[src/rtl/multicycle_adder_if.sv]
// Operand/result handshake bundle for multicycle_adder.
// master = producer/consumer side, slave = adder side.
// Optional ovf flag exists only when OVERFLOW_FLAG_EN is defined.
interface multicycle_adder_if #(
    parameter int WIDTH = 32
);
    logic             in_valid;
    logic             in_ready;
    logic [WIDTH-1:0] a;
    logic [WIDTH-1:0] b;
    logic             cin;
    logic             out_valid;
    logic             out_ready;
    logic [WIDTH-1:0] sum;
    logic             cout;
`ifdef OVERFLOW_FLAG_EN
    logic             ovf;
`endif

    modport master (
        output in_valid, a, b, cin, out_ready,
        input  in_ready, out_valid, sum, cout
`ifdef OVERFLOW_FLAG_EN
        , input ovf
`endif
    );

    modport slave (
        input  in_valid, a, b, cin, out_ready,
        output in_ready, out_valid, sum, cout
`ifdef OVERFLOW_FLAG_EN
        , output ovf
`endif
    );
endinterface

[src/rtl/multicycle_adder.sv]
// Sequential adder: WIDTH-bit a+b+cin computed CHUNK bits per cycle, carry registered between slices.
// Latency: out_valid rises WIDTH/CHUNK cycles after the accepting edge; one op per WIDTH/CHUNK+2 cycles.
// Backpressure: result held frozen in DONE until out_ready; in_ready low outside IDLE. Macro: OVERFLOW_FLAG_EN adds ovf.
module multicycle_adder #(
    parameter int WIDTH = 32,
    parameter int CHUNK = 8
) (
    input  logic              clk,
    input  logic              rst_n,
    multicycle_adder_if.slave bus
);
    localparam int NCHUNK = WIDTH / CHUNK;
    localparam int CW     = (NCHUNK > 1) ? $clog2(NCHUNK) : 1;
    localparam logic [CW-1:0] LAST_IDX = CW'(NCHUNK - 1);

    typedef enum logic [1:0] {
        IDLE = 2'd0,
        RUN  = 2'd1,
        DONE = 2'd2
    } state_t;

    state_t           state;
    logic             in_ready_q;
    logic             out_valid_q;
    logic [WIDTH-1:0] a_q;
    logic [WIDTH-1:0] b_q;
    logic             carry;
    logic [CW-1:0]    idx;
    logic [WIDTH-1:0] sum_q;
    logic             cout_q;
`ifdef OVERFLOW_FLAG_EN
    logic             ovf_q;
`endif

    logic [CHUNK-1:0] a_chunk;
    logic [CHUNK-1:0] b_chunk;
    logic [CHUNK:0]   chunk_res;
    logic             last_chunk;

    // One CHUNK-bit ripple slice selected by the chunk index, plus the carry from the previous slice
    always_comb begin
        a_chunk    = a_q[int'(idx) * CHUNK +: CHUNK];
        b_chunk    = b_q[int'(idx) * CHUNK +: CHUNK];
        chunk_res  = {1'b0, a_chunk} + {1'b0, b_chunk} + {{CHUNK{1'b0}}, carry};
        last_chunk = (idx == LAST_IDX);
    end

    // Control FSM with registered handshake outputs and result registers
    always_ff @(posedge clk or negedge rst_n) begin
        if (!rst_n) begin
            state       <= IDLE;
            in_ready_q  <= 1'b1;
            out_valid_q <= 1'b0;
            a_q         <= '0;
            b_q         <= '0;
            carry       <= 1'b0;
            idx         <= '0;
            sum_q       <= '0;
            cout_q      <= 1'b0;
`ifdef OVERFLOW_FLAG_EN
            ovf_q       <= 1'b0;
`endif
        end else begin
            case (state)
                IDLE: begin
                    if (bus.in_valid && in_ready_q) begin
                        a_q        <= bus.a;
                        b_q        <= bus.b;
                        carry      <= bus.cin;
                        idx        <= '0;
                        in_ready_q <= 1'b0;
                        state      <= RUN;
                    end
                end
                RUN: begin
                    sum_q[int'(idx) * CHUNK +: CHUNK] <= chunk_res[CHUNK-1:0];
                    carry <= chunk_res[CHUNK];
                    if (last_chunk) begin
                        // Final slice: publish carry-out (and overflow) together with out_valid
                        cout_q      <= chunk_res[CHUNK];
`ifdef OVERFLOW_FLAG_EN
                        ovf_q       <= (a_q[WIDTH-1] == b_q[WIDTH-1]) &&
                                       (chunk_res[CHUNK-1] != a_q[WIDTH-1]);
`endif
                        out_valid_q <= 1'b1;
                        state       <= DONE;
                    end else begin
                        idx <= idx + CW'(1);
                    end
                end
                DONE: begin
                    // No accept in the handoff cycle; in_ready returns with IDLE
                    if (bus.out_ready) begin
                        out_valid_q <= 1'b0;
                        in_ready_q  <= 1'b1;
                        state       <= IDLE;
                    end
                end
                default: begin
                    state       <= IDLE;
                    in_ready_q  <= 1'b1;
                    out_valid_q <= 1'b0;
                end
            endcase
        end
    end

    assign bus.in_ready  = in_ready_q;
    assign bus.out_valid = out_valid_q;
    assign bus.sum       = sum_q;
    assign bus.cout      = cout_q;
`ifdef OVERFLOW_FLAG_EN
    assign bus.ovf       = ovf_q;
`endif

endmodule

[src/flat_wrapper.sv]
// flat-port wrapper written by rule: the top's interface ports become plain ports
module multicycle_adder_flat 
#(
    parameter int WIDTH = 32,
    parameter int CHUNK = 8
)
  (clk, rst_n, bus_in_valid, bus_a, bus_b, bus_cin, bus_out_ready, bus_in_ready, bus_out_valid, bus_sum, bus_cout);
  multicycle_adder_if #(.WIDTH(WIDTH)) bus_i ();
  input  logic clk;
  input  logic rst_n;
  input wire logic [$bits(bus_i.in_valid)-1:0] bus_in_valid;
  input wire logic [$bits(bus_i.a)-1:0] bus_a;
  input wire logic [$bits(bus_i.b)-1:0] bus_b;
  input wire logic [$bits(bus_i.cin)-1:0] bus_cin;
  input wire logic [$bits(bus_i.out_ready)-1:0] bus_out_ready;
  output wire logic [$bits(bus_i.in_ready)-1:0] bus_in_ready;
  output wire logic [$bits(bus_i.out_valid)-1:0] bus_out_valid;
  output wire logic [$bits(bus_i.sum)-1:0] bus_sum;
  output wire logic [$bits(bus_i.cout)-1:0] bus_cout;
  assign bus_i.in_valid = bus_in_valid;
  assign bus_i.a = bus_a;
  assign bus_i.b = bus_b;
  assign bus_i.cin = bus_cin;
  assign bus_i.out_ready = bus_out_ready;
  assign bus_in_ready = bus_i.in_ready;
  assign bus_out_valid = bus_i.out_valid;
  assign bus_sum = bus_i.sum;
  assign bus_cout = bus_i.cout;
  multicycle_adder #(.WIDTH(WIDTH), .CHUNK(CHUNK)) u_core (.clk(clk), .rst_n(rst_n), .bus(bus_i));
endmodule
[config.mk]
export PLATFORM = sky130hd
export DESIGN_NAME = multicycle_adder_flat
export DESIGN_NICKNAME = d
export VERILOG_FILES = /design/src/rtl/multicycle_adder_if.sv /design/src/rtl/multicycle_adder.sv /design/src/flat_wrapper.sv
export SDC_FILE = /design/constraint.sdc
export NUM_CORES = 1
export LEC_CHECK = 0
export ABC_AREA = 1
export CAP_MARGIN = 30
export CORE_MARGIN = 2
export CORE_UTILIZATION = 35
export CTS_BUF_LIST = sky130_fd_sc_hd__clkbuf_8 sky130_fd_sc_hd__clkbuf_16
export DETAILED_ROUTE_END_ITERATION = 7
export PLACE_DENSITY_LB_ADDON = 0.12
export SLEW_MARGIN = 20
export SYNTH_ARGS = -nofsm -noshare
export SYNTH_HDL_FRONTEND = slang
export SYNTH_SLANG_ARGS = --single-unit
[constraint.sdc]
create_clock -name clk -period 2.56 [get_ports clk]
set_input_delay 0.768 -clock clk [delete_from_list [all_inputs] [get_ports clk]]
set_output_delay 0.768 -clock clk [all_outputs]
set_load 0.01 [all_outputs]
-- After elaboration in Yosys (flattened, before gate mapping)
Index checks and enable logic that the tools add are counted.
- add/subtract/negate cells: 4
- $mul: 0
- divide/modulo/power cells: 0
- $lt $le $gt $ge: 0
- equality and inequality tests: 7
- shift-type cells: 4
- mux-type cells: 16
- bitwise operators: 2
- reduce and logical (&&, ||, !) cells: 10
- operators with widths (operator ; number):
    $shiftx 32x6->8 ; 2
    $neg 5->33 ; 1
    $shift 8x33->32 const A ; 1
    $shiftx 8x33->32 ; 1
    $bwmux 32 ; 1
    $reduce_and 3->1 ; 4
    $mux 2 ; 5
    $add 8x8->9 ; 1
    $add 9x1->9 ; 1
    $pmux 1 s3 ; 2
    $pmux 2 s3 ; 1
    $reduce_and 2->1 ; 3
    $mux 1 ; 5
    $eq 2x2->1 const B ; 2
    $ne 2x1->1 const B ; 2
    $ne 2x2->1 const B ; 2
    $pmux 2 s2 ; 1
    $add 2x1->2 const B ; 1
    $eq 2x1->1 const B ; 1
    $logic_not 2->1 ; 1
    $not 1->1 ; 2
    $pmux 1 s2 ; 1
    $reduce_bool 2->1 ; 1
    $logic_and 1x1->1 ; 1
- register bits after elaboration: 104
- bits in latches: 0
- RAM bits: 0
- bits in read-only memories: 0
- bits of input ports: 69
- output and inout bits: 35
- memories kept: 0

-- Depth between registers and ports, before layout
Gate-level depths: netlist of the first run.
- depth in word-level cells: 5
- mapped depth: 16

-- Least setup slack after synthesis of the first run
No wires, ideal clock.
- path kind: reg-to-reg
- start point: register u_core.idx[0]
- end point: register u_core.sum_q[12] (netlist: u_core.bus.sum[12])
- arrival: 2369 ps
- data required time: 2494 ps
- setup slack: 125 ps
- cell stages (with the launch flop): 15
- buffers on the path: 3
- path through: dfrtp_1 > buf_2 > inv_1 > buf_2 > buf_4 > nor2_1 > o22ai_1 > fa_1 > inv_1 > fa_1 > inv_1 > a21oi_1 > xnor2_1 > nand4_1 > nand2_1
- longest elaborated chain between the ends: 5
- elaborated cells on any way between the ends: 8
- those cells by class: 3 x add/sub; 4 x shift; 1 x mux
- RTL lines (item ; line ; RTL):
    from (decl) ; multicycle_adder.sv:28 ; logic [CW-1:0] idx;
    from (signal assigned) ; multicycle_adder.sv:88 ; idx <= idx + CW'(1);
    $shiftx 32x6->8 (on tied branches) ; multicycle_adder.sv:42, multicycle_adder.sv:43 ;
    $add 8x8->9 ; multicycle_adder.sv:44 ; chunk_res = {1'b0, a_chunk} + {1'b0, b_chunk} + {{CHUNK{1'b0}}, carry};
    $add 9x1->9 ; multicycle_adder.sv:44 ;
    $shiftx 8x33->32 ; multicycle_adder.sv:76 ; sum_q[int'(idx) * CHUNK +: CHUNK] <= chunk_res[CHUNK-1:0];
    $bwmux 32 * ; multicycle_adder.sv:76 ;
    to (signal, indexed assignment) ; multicycle_adder.sv:76 ;
    to (decl) ; multicycle_adder.sv:29 ; logic [WIDTH-1:0] sum_q;
Mark *: on every way between the ends. The rest lies on a longest branch, timed or not.
A chain may end at the register's enable or synchronous reset.

-- Worst setup path after layout of the first run
- start point: register u_core.idx[1]
- end point: register u_core.sum_q[11] (netlist: u_core.bus.sum[11])
Same word-level chain as after synthesis.

==> results of run 1 <==
==> power groups by stage <==
stage	Sequential [uW]	Combinational (uW)	Clock (uW)
final	2790	4610	1370
after global routing	2870	5240	1480
after CTS	2790	4470	1420
after detailed placement	2820	4450	0
after global placement	2820	4360	0
after floorplan	2720	2890	0
==> metrics by stage <==
stage	cells	hold slack, ps	util (%)	worst slack (ps)
3_5_place_dp	882	467	44.9	65.5
4_1_cts	898	365	47.1	51.5
3_3_place_gp	882	465	44.9	129
5_1_grt	898	377	47.4	-21.7
2_1_floorplan	615	444	-	125
6_report	898	359	47.4	156
==> cell type report <==
type	count	area share (%)
clock buffers	11	3.86
repair buffers	115	18.1
well taps	180	3.44
flip-flops and latches	104	39.8
multi-input cells	449	32.2
clock inverters	5	0.726
inverters	34	1.95
==> routing by layer <==
| metal | up-vias | share of wire [%] | GRT usage (%) |
|---|---|---|---|
| met2 | 97 | 50 | 31.0 |
| met1 | 1978 | 44 | 23.0 |
| met4 | 0 | 2.0 | 5.32 |
| met3 | 16 | 4.8 | 5.12 |
| li1 | 2144 | - | - |
| met5 | - | 0 | 0 |
==> critical path, cell delays in order (launching register included) <==
cell and delay, ps:
dfrtp_1 380, inv_1 100, buf_4 190, o21ai_0 100
o22ai_1 180, ha_1 340, nand2_1 90, nand3_1 170
xor2_2 220, nand2_1 110, nor2_1 270, nand2_1 100
nand2_1 70
==> how the worst max path moves through the flow <==
stage | slack (ps) | startpoint | end | cells after the start
after floorplan | 130 | u_core.idx[0] | u_core.bus.sum[12] | 14
after global placement | 130 | u_core.idx[0] | u_core.bus.sum[10] | 10
after detailed placement | 70 | u_core.idx[0] | u_core.bus.sum[10] | 10
after CTS | 50 | u_core.idx[0] | u_core.bus.sum[10] | 10
after global routing | -20 | u_core.idx[0] | u_core.bus.sum[12] | 12
final | 160 | u_core.idx[1] | u_core.bus.sum[11] | 12
==> cells by family after synthesis <==
| kind of cell | after synthesis | share of synthesized area [%] |
|---|---|---|
| AND/OR/NAND/NOR | 357 | 29.0 |
| flip-flops | 104 | 52.6 |
| AO/OA/AOI/OAI | 74 | 8.21 |
| buffers and inverters | 62 | 5.63 |
| adder cells (fa/ha/maj) | 15 | 4.09 |
| XOR/XNOR | 3 | 0.531 |
==> sequential cells by signal, summed over array words and instances (netlist names) <==
signal                count
u_core.carry              1
u_core.bus.sum           32
u_core.bus.cout           1
u_core.bus.out_valid      1
u_core.idx                2
u_core.b_q               32
u_core.state              2
u_core.a_q               32
u_core.bus.in_ready       1
==> layout by cell type (no fill, tap or decap), types with 2 or more instances in the layout <==
| cell type | instances |
|---|---|
| a21oi_1 | 6 |
| a32oi_1 | 2 |
| buf_12 | 5 |
| buf_4 | 7 |
| clkbuf_16 | 9 |
| clkbuf_8 | 2 |
| clkdlybuf4s50_1 | 102 |
| clkinv_2 | 2 |
| dfrtp_1 | 103 |
| fa_2 | 2 |
| ha_1 | 13 |
| inv_1 | 27 |
| inv_2 | 8 |
| nand2_1 | 287 |
| nand2_2 | 3 |
| nand3_1 | 13 |
| nand3_2 | 2 |
| nand4_1 | 10 |
| nor2_1 | 36 |
| nor2_4 | 4 |
| o21ai_0 | 43 |
| o21ai_1 | 5 |
| o22ai_1 | 13 |
| o31ai_1 | 2 |
| xnor2_2 | 2 |
==> impl_metrics.env, run 1 <==
export IMPL_ys_flop_type="dfrtp_1"
export IMPL_hold_class="input pin to asynchronous set/reset pin"
export IMPL_clockBufferDepth=2
export IMPL_p_sw_share_pct=43.5
export IMPL_path_clk_slew_ps=70
export IMPL_synth_seq_cells=104
export IMPL_period_minus_slack_ps=2400
export IMPL_synth_edf_count=0
export IMPL_place_port_buffers=103
export IMPL_skew_ps=8.07
export IMPL_grt_max_degree=67
export IMPL_setup_tns_final_ps=0
export IMPL_n_antenna_cell=0
export IMPL_pwr_share_clk_pct=15.6
export IMPL_seq_area_frac_synth_pct=52.6
export IMPL_internal_power_uw=4950
export IMPL_grt_overflow=0
export IMPL_io_pin_count=104
export IMPL_routed_wl_um=12900
export IMPL_vias=4235
export IMPL_yosys_top_cells_area="dfrtp_1, nand2_1, o21ai_0"
export IMPL_cts_setup_buffers=0
export IMPL_final_cell_area_um2=6550
export IMPL_die_area_um2=15100
export IMPL_crit_type="flip-flop to flip-flop"
export IMPL_syn_num_nets=699
export IMPL_first_pass_iters=4
export IMPL_via_per_inst=4.72
export IMPL_avgSynthCellArea_um2=8.05
export IMPL_cp_required_ps=2850
export IMPL_grt_use_total_pct=18.4
export IMPL_worst_slew_pin_transition_ps=493
export IMPL_num_rows=43
export IMPL_p_leak_uw=0.00331
export IMPL_drtIter0Drc=218
export IMPL_routabilityCongestion=0.854
export IMPL_clock_latency_ps=350
export IMPL_maxCapViolations=0
export IMPL_multi_input_area_um2=2110
export IMPL_hold_buffers=0
export IMPL_ir_drop_uv=595
export IMPL_drtAntennaViolNets=0
export IMPL_cts_root_buf="clkbuf_16"
export IMPL_grt_pass1_wl_um=21200
export IMPL_placed_area_um2=6210
export IMPL_synth_cell_types=30
export IMPL_drv_slew=0
export IMPL_seq_area_um2=2600
export IMPL_async_flop_share_pct=100
export IMPL_p_total_uw=8770
export IMPL_numCtsBuffers=9
export IMPL_r2r_end="u_core.bus.sum[11]"
export IMPL_cts_tree="built"
export IMPL_cts_resized=0
export IMPL_fmax_mhz=416
export IMPL_combPwrFrac_pct=52.5
export IMPL_reg2reg_from="u_core.idx[1]"
export IMPL_final_nets=797
export IMPL_wire_per_inst_um=14.4
export IMPL_die_y_um=123
export IMPL_drc=0
export IMPL_yosysMostFrequentCell="nand2_1"
export IMPL_n_fill_cell=1350
export IMPL_synth_top_cells_by_count="nand2_1, dfrtp_1, o21ai_0"
export IMPL_syn_cell_area_um2=4950
export IMPL_grt_pass1_vias=4324
export IMPL_die_w_um=123
export IMPL_status="completed"
export IMPL_relSlewSlack_pct=67.1
export IMPL_reg2reg_slack_ps=160
export IMPL_layout_drive_gt1_share_pct=7.24
export IMPL_p_switching_uw=3810
export IMPL_final_hold_viol_count=0
export IMPL_synth_warnings=0
export IMPL_yosysTopAreaCell="dfrtp_1"
export IMPL_cts_sinks=104
export IMPL_powerDensity_nw_per_um2=1340
export IMPL_arrival_ps=2690
export IMPL_reg2reg_depth=12
export IMPL_start_util_pct=35.8
export IMPL_crit_path_start_kind="flip-flop"
export IMPL_setup_viol=0
export IMPL_yosysTopAreaCellShare_pct=52.0
export IMPL_fin_crit_sh_pct=93.9
export IMPL_synth_cells=615
export IMPL_design_core_area_um2=13800
export IMPL_cp_end_kind="flip-flop"
export IMPL_antenna_found_initial=0
export IMPL_path_max_fanout=12
export IMPL_dp_hpwl_um=9690
export IMPL_area_delta_synth_final_pct=32.2
export IMPL_power_frac_seq_pct=31.9
export IMPL_htree_levels=3
Power figures use the tool's default switching activity.
==> inputs of run 2 (changes only) <==
Settings changed: CORE_UTILIZATION 35 to 46.
==> impl_metrics.env, run 2 (synthesis results as in run 1) <==
export IMPL_status="completed"
export IMPL_htree_levels=3
export IMPL_grt_pass1_vias=4150
export IMPL_final_nets=797
export IMPL_area_delta_synth_final_pct=29.0
export IMPL_io_pin_count=104
export IMPL_clock_latency_ps=360
export IMPL_numCtsBuffers=9
export IMPL_hold_class="input pin to asynchronous set/reset pin"
export IMPL_drtAntennaViolNets=0
export IMPL_design_core_area_um2=10400
export IMPL_rsz0062_at_grt="no"
export IMPL_seq_area_um2=2600
export IMPL_dp_hpwl_um=8950
export IMPL_place_inst=837
export IMPL_via_per_inst=5.05
export IMPL_grt_use_total_pct=21.5
export IMPL_cts_tree="built"
export IMPL_place_port_buffers=103
export IMPL_path_max_fanout=17
export IMPL_clockBufferDepth=2
export IMPL_worst_slew_pin_transition_ps=587
export IMPL_crit_path_start_kind="flip-flop"
export IMPL_first_pass_iters=5
export IMPL_die_y_um=108
export IMPL_maxCapViolations=0
export IMPL_layout_drive_gt1_share_pct=6.96
export IMPL_cts_sinks=104
export IMPL_ir_drop_uv=633
export IMPL_grt_pass1_wl_um=19800
export IMPL_die_area_um2=11600
export IMPL_setup_viol=0
export IMPL_relSlewSlack_pct=60.9
export IMPL_grt_overflow=0
export IMPL_wire_per_inst_um=14.1
export IMPL_routed_wl_um=12000
export IMPL_arrival_ps=2700
export IMPL_cp_required_ps=2860
export IMPL_start_util_pct=47.8
export IMPL_antenna_found_initial=0
export IMPL_routabilityCongestion=0.917
export IMPL_hold_buffers=0
export IMPL_final_cell_area_um2=6390
export IMPL_fmax_mhz=417
export IMPL_vias=4313
export IMPL_n_fill_cell=952
export IMPL_num_rows=37
export IMPL_multi_input_area_um2=2090
export IMPL_p_leak_uw=0.00325
export IMPL_die_w_um=108
export IMPL_path_clk_slew_ps=100
export IMPL_drv_slew=0
export IMPL_n_antenna_cell=0
export IMPL_powerDensity_nw_per_um2=1300
export IMPL_setup_tns_final_ps=0
export IMPL_final_cell_mix="nand2_1, dfrtp_1, clkdlybuf4s50_1, o21ai_0, nor2_1"
export IMPL_period_minus_slack_ps=2400
export IMPL_drtIter0Drc=158
export IMPL_placed_area_um2=6130
export IMPL_grt_max_degree=67
export IMPL_crit_type="flip-flop to flip-flop"
export IMPL_drc=0
export IMPL_final_cells=854
export IMPL_cp_end_kind="flip-flop"
export IMPL_final_hold_viol_count=0
export IMPL_mostFrequentLayoutCell="nand2_1"
export IMPL_fin_crit_sh_pct=93.6
export IMPL_skew_ps=8.23
export IMPL_cts_root_buf="clkbuf_8"
==> run 2: worst max-delay path: stages, from the launching register on <==
cell,delay (ps)
dfrtp_1,420
buf_4,240
o21ai_0,110
o22ai_1,210
fa_1,230
inv_1,60
fa_1,410
inv_1,100
nand3_1,100
nand3_1,100
nand2_1,60
nand2_1,130
nand4_1,90
nand2_1,90
==> run 2: final timing paths <==
check                      slack (ps)  depth (start not counted)     startpoint                    to
max                               160                         13  u_core.idx[1]    u_core.bus.sum[14]
min                               390                          1          rst_n  u_core.bus.out_valid
max reg2reg                       160                         13  u_core.idx[1]    u_core.bus.sum[14]
min reg2reg                       490                          2  u_core.b_q[8]         u_core.b_q[8]
max in group asynchronous        1490                          2          rst_n        u_core.a_q[10]
min in group clk                  490                          2  u_core.b_q[8]         u_core.b_q[8]
==> run 2: cell type report <==
cell class                 instances  area share (%)
clock buffer                      10            2.15
inverter                          34            2.06
multi-input combinational        449            32.6
sequential                       104            40.8
timing repair buffer             115            18.6
tap                              136            2.66
clock inverter                     6            1.16
==> run 2: power by group <==
part	switching, uW	internal, uW
Sequential	441	2320
Combinational	2690	1790
Clock	587	491
==> run 2: routing by layer <==
layer  vias up  track usage, %  wire [um]
met3        22            2.97        468
met4         0            7.14        216
met2       113            36.2       6080
li1       2144               -          -
met1      2034            28.5       5250
met5         -               0          0
==> run 2: through the flow <==
stage          total power [uW]  util [%]  hold slack [ps]  setup slack, ps
6_report                   8320      61.6              391              164
5_1_grt                    9040      61.6              440             1.63
4_1_cts                    8190      61.2              417             61.7
3_5_place_dp               7100      59.1              464             46.4
3_3_place_gp               7060      59.1              459              152
2_1_floorplan              5610         -              444              125
==> run 2: timing repair <==
item / CTS / global route
resized for setup: 0 / 4
endpoints found under the setup margin: 0 / 8
setup buffers: 0 / 0
endpoints found under the hold margin: 0 / 0
==> inputs of run 3 (changes only) <==
--- a/config.mk
+++ b/config.mk
@@ -8,5 +8,4 @@
 export ABC_AREA = 1
 export CAP_MARGIN = 30
-export CORE_MARGIN = 2
 export CORE_UTILIZATION = 46
 export CTS_BUF_LIST = sky130_fd_sc_hd__clkbuf_8 sky130_fd_sc_hd__clkbuf_16
==> constraint.sdc (replaced) <==
create_clock -name clk -period 2.56 [get_ports clk]
set_input_delay 0.768 -clock clk [delete_from_list [all_inputs] [get_ports clk]]
set_output_delay 0.768 -clock clk [all_outputs]
set_load 0.005 [all_outputs]
==> impl_metrics.env, run 3 (synthesis results as in run 1) <==
export IMPL_status="completed"
export IMPL_post_place_ws_ps=-90.6
export IMPL_hold_class="input pin to asynchronous set/reset pin"
export IMPL_grt_util_met3_pct=3.71
export IMPL_htree_levels=3
export IMPL_clockBufferDepth=2
export IMPL_crit_type="flip-flop to flip-flop"
export IMPL_grt_pass1_vias=4245
export IMPL_period_minus_slack_ps=2400
export IMPL_numCtsBuffers=9
export IMPL_drv_slew=0
export IMPL_worst_slew_pin_transition_ps=523
export IMPL_cp_end_kind="flip-flop"
export IMPL_num_rows=37
export IMPL_reg2reg_depth=9
export IMPL_setup_viol=0
export IMPL_busiest_layer="met2"
export IMPL_via_per_inst=5.08
export IMPL_relSlewSlack_pct=65.2
export IMPL_crit_path_start_kind="flip-flop"
export IMPL_grt_met2_usage_pct=40.2
export IMPL_p_leak_uw=0.00328
export IMPL_die_area_um2=11200
export IMPL_fmax_mhz=416
export IMPL_drtIter0Drc=232
export IMPL_routed_wl_um=12500
export IMPL_cts_root_buf="clkbuf_8"
export IMPL_reg2reg_from="u_core.idx[0]"
export IMPL_fin_crit_sh_pct=93.9
export IMPL_area_delta_synth_final_pct=31.3
export IMPL_path_clk_slew_ps=110
export IMPL_skew_ps=17.2
export IMPL_grt_pass1_wl_um=20800
export IMPL_drtAntennaViolNets=0
export IMPL_worst_slack_ps=156
export IMPL_final_hold_viol_count=0
export IMPL_grt_use_total_pct=23.9
export IMPL_maxCapViolations=0
export IMPL_path_max_fanout=6
export IMPL_cts_tree="built"
export IMPL_start_util_pct=47.8
export IMPL_routabilityCongestion=0.906
export IMPL_vias=4379
export IMPL_reg2reg_slack_ps=160
export IMPL_die_w_um=106
export IMPL_cts_sinks=104
export IMPL_arrival_ps=2710
export IMPL_io_pin_count=104
export IMPL_first_pass_iters=5
export IMPL_dp_hpwl_um=8820
export IMPL_final_nets=805
export IMPL_wire_per_inst_um=14.5
export IMPL_die_y_um=106
export IMPL_ir_drop_uv=661
export IMPL_cp_required_ps=2870
export IMPL_setup_tns_final_ps=0
export IMPL_layout_drive_gt1_share_pct=9.23
export IMPL_met1_usage_pct=30.8
export IMPL_grt_overflow=0
export IMPL_grt_max_degree=67
export IMPL_r2r_end="u_core.bus.sum[9]"
export IMPL_mostFrequentLayoutCell="nand2_1"
export IMPL_place_port_buffers=103
export IMPL_final_cell_mix="nand2_1, clkdlybuf4s50_1, dfrtp_1, o21ai_0, nor2_1"
export IMPL_hold_buffers=0
export IMPL_powerDensity_nw_per_um2=1320
export IMPL_antenna_found_initial=0
export IMPL_drc=0
export IMPL_clock_latency_ps=380
export IMPL_design_core_area_um2=10400
export IMPL_n_antenna_cell=0
run 3: layer usage:
metal | share of wire [%] | vias to the layer above
li1 | - | 2162
met1 | 44 | 2070
met2 | 50 | 125
met3 | 4.0 | 22
met4 | 2.6 | 0
met5 | 0 | -
run 3: stage by stage:
step	power [uW]	utilization (%)	instance area [um2]	cells	hold slack, ps
global placement	7060	59.1	6130	837	460
CTS	8280	61.3	6350	853	375
global route	9380	62.7	6500	862	387
finish	8600	62.7	6500	862	358
floorplan	5540	-	4950	615	444
detailed placement	7100	59.1	6130	837	463
run 3: worst max-delay path, stage by stage, from the launching register on:
cell,delay [ps]
dfrtp_2,490
clkinvlp_4,200
o21ai_1,180
o22ai_2,100
fa_2,400
inv_1,80
fa_2,450
nor2_1,170
nand2_1,110
o21ai_0,160
run 3: worst max-delay path by stage:
stage                             start                  to  slack, ps
final                     u_core.idx[0]   u_core.bus.sum[9]        160
after global routing      u_core.idx[0]   u_core.bus.sum[6]        -30
after CTS                 u_core.idx[0]  u_core.bus.sum[30]          4
after detailed placement  u_core.idx[0]  u_core.bus.sum[10]        -90
after global placement    u_core.idx[0]   u_core.bus.sum[4]          5
after floorplan           u_core.idx[0]  u_core.bus.sum[12]        130
run 3: cell type report:
class | instances | area [um2]
Clock buffer | 9 | 124
Clock inverter | 7 | 76.3
Fill cell | 928 | 3870
Inverter | 34 | 131
Multi-Input combinational cell | 449 | 2120
Sequential cell | 104 | 2610
Tap cell | 136 | 170
Timing Repair Buffer | 122 | 1270
Timing Repair inverter | 1 | 7.51
run 3: repair_timing:
action | in CTS | in global routing
pin swaps | 0 | 6
resized for setup | 3 | 19
setup buffers | 0 | 6
cloned | 0 | 3
setup endpoints to repair | 6 | 24
run 3: power breakdown:
| group | internal (uW) | leakage (uW) | switching (uW) |
|---|---|---|---|
| Combinational | 1980 | 0.00184 | 2780 |
| Sequential | 2320 | 0.00134 | 445 |
| Clock | 462 | 0.0000966 | 609 |
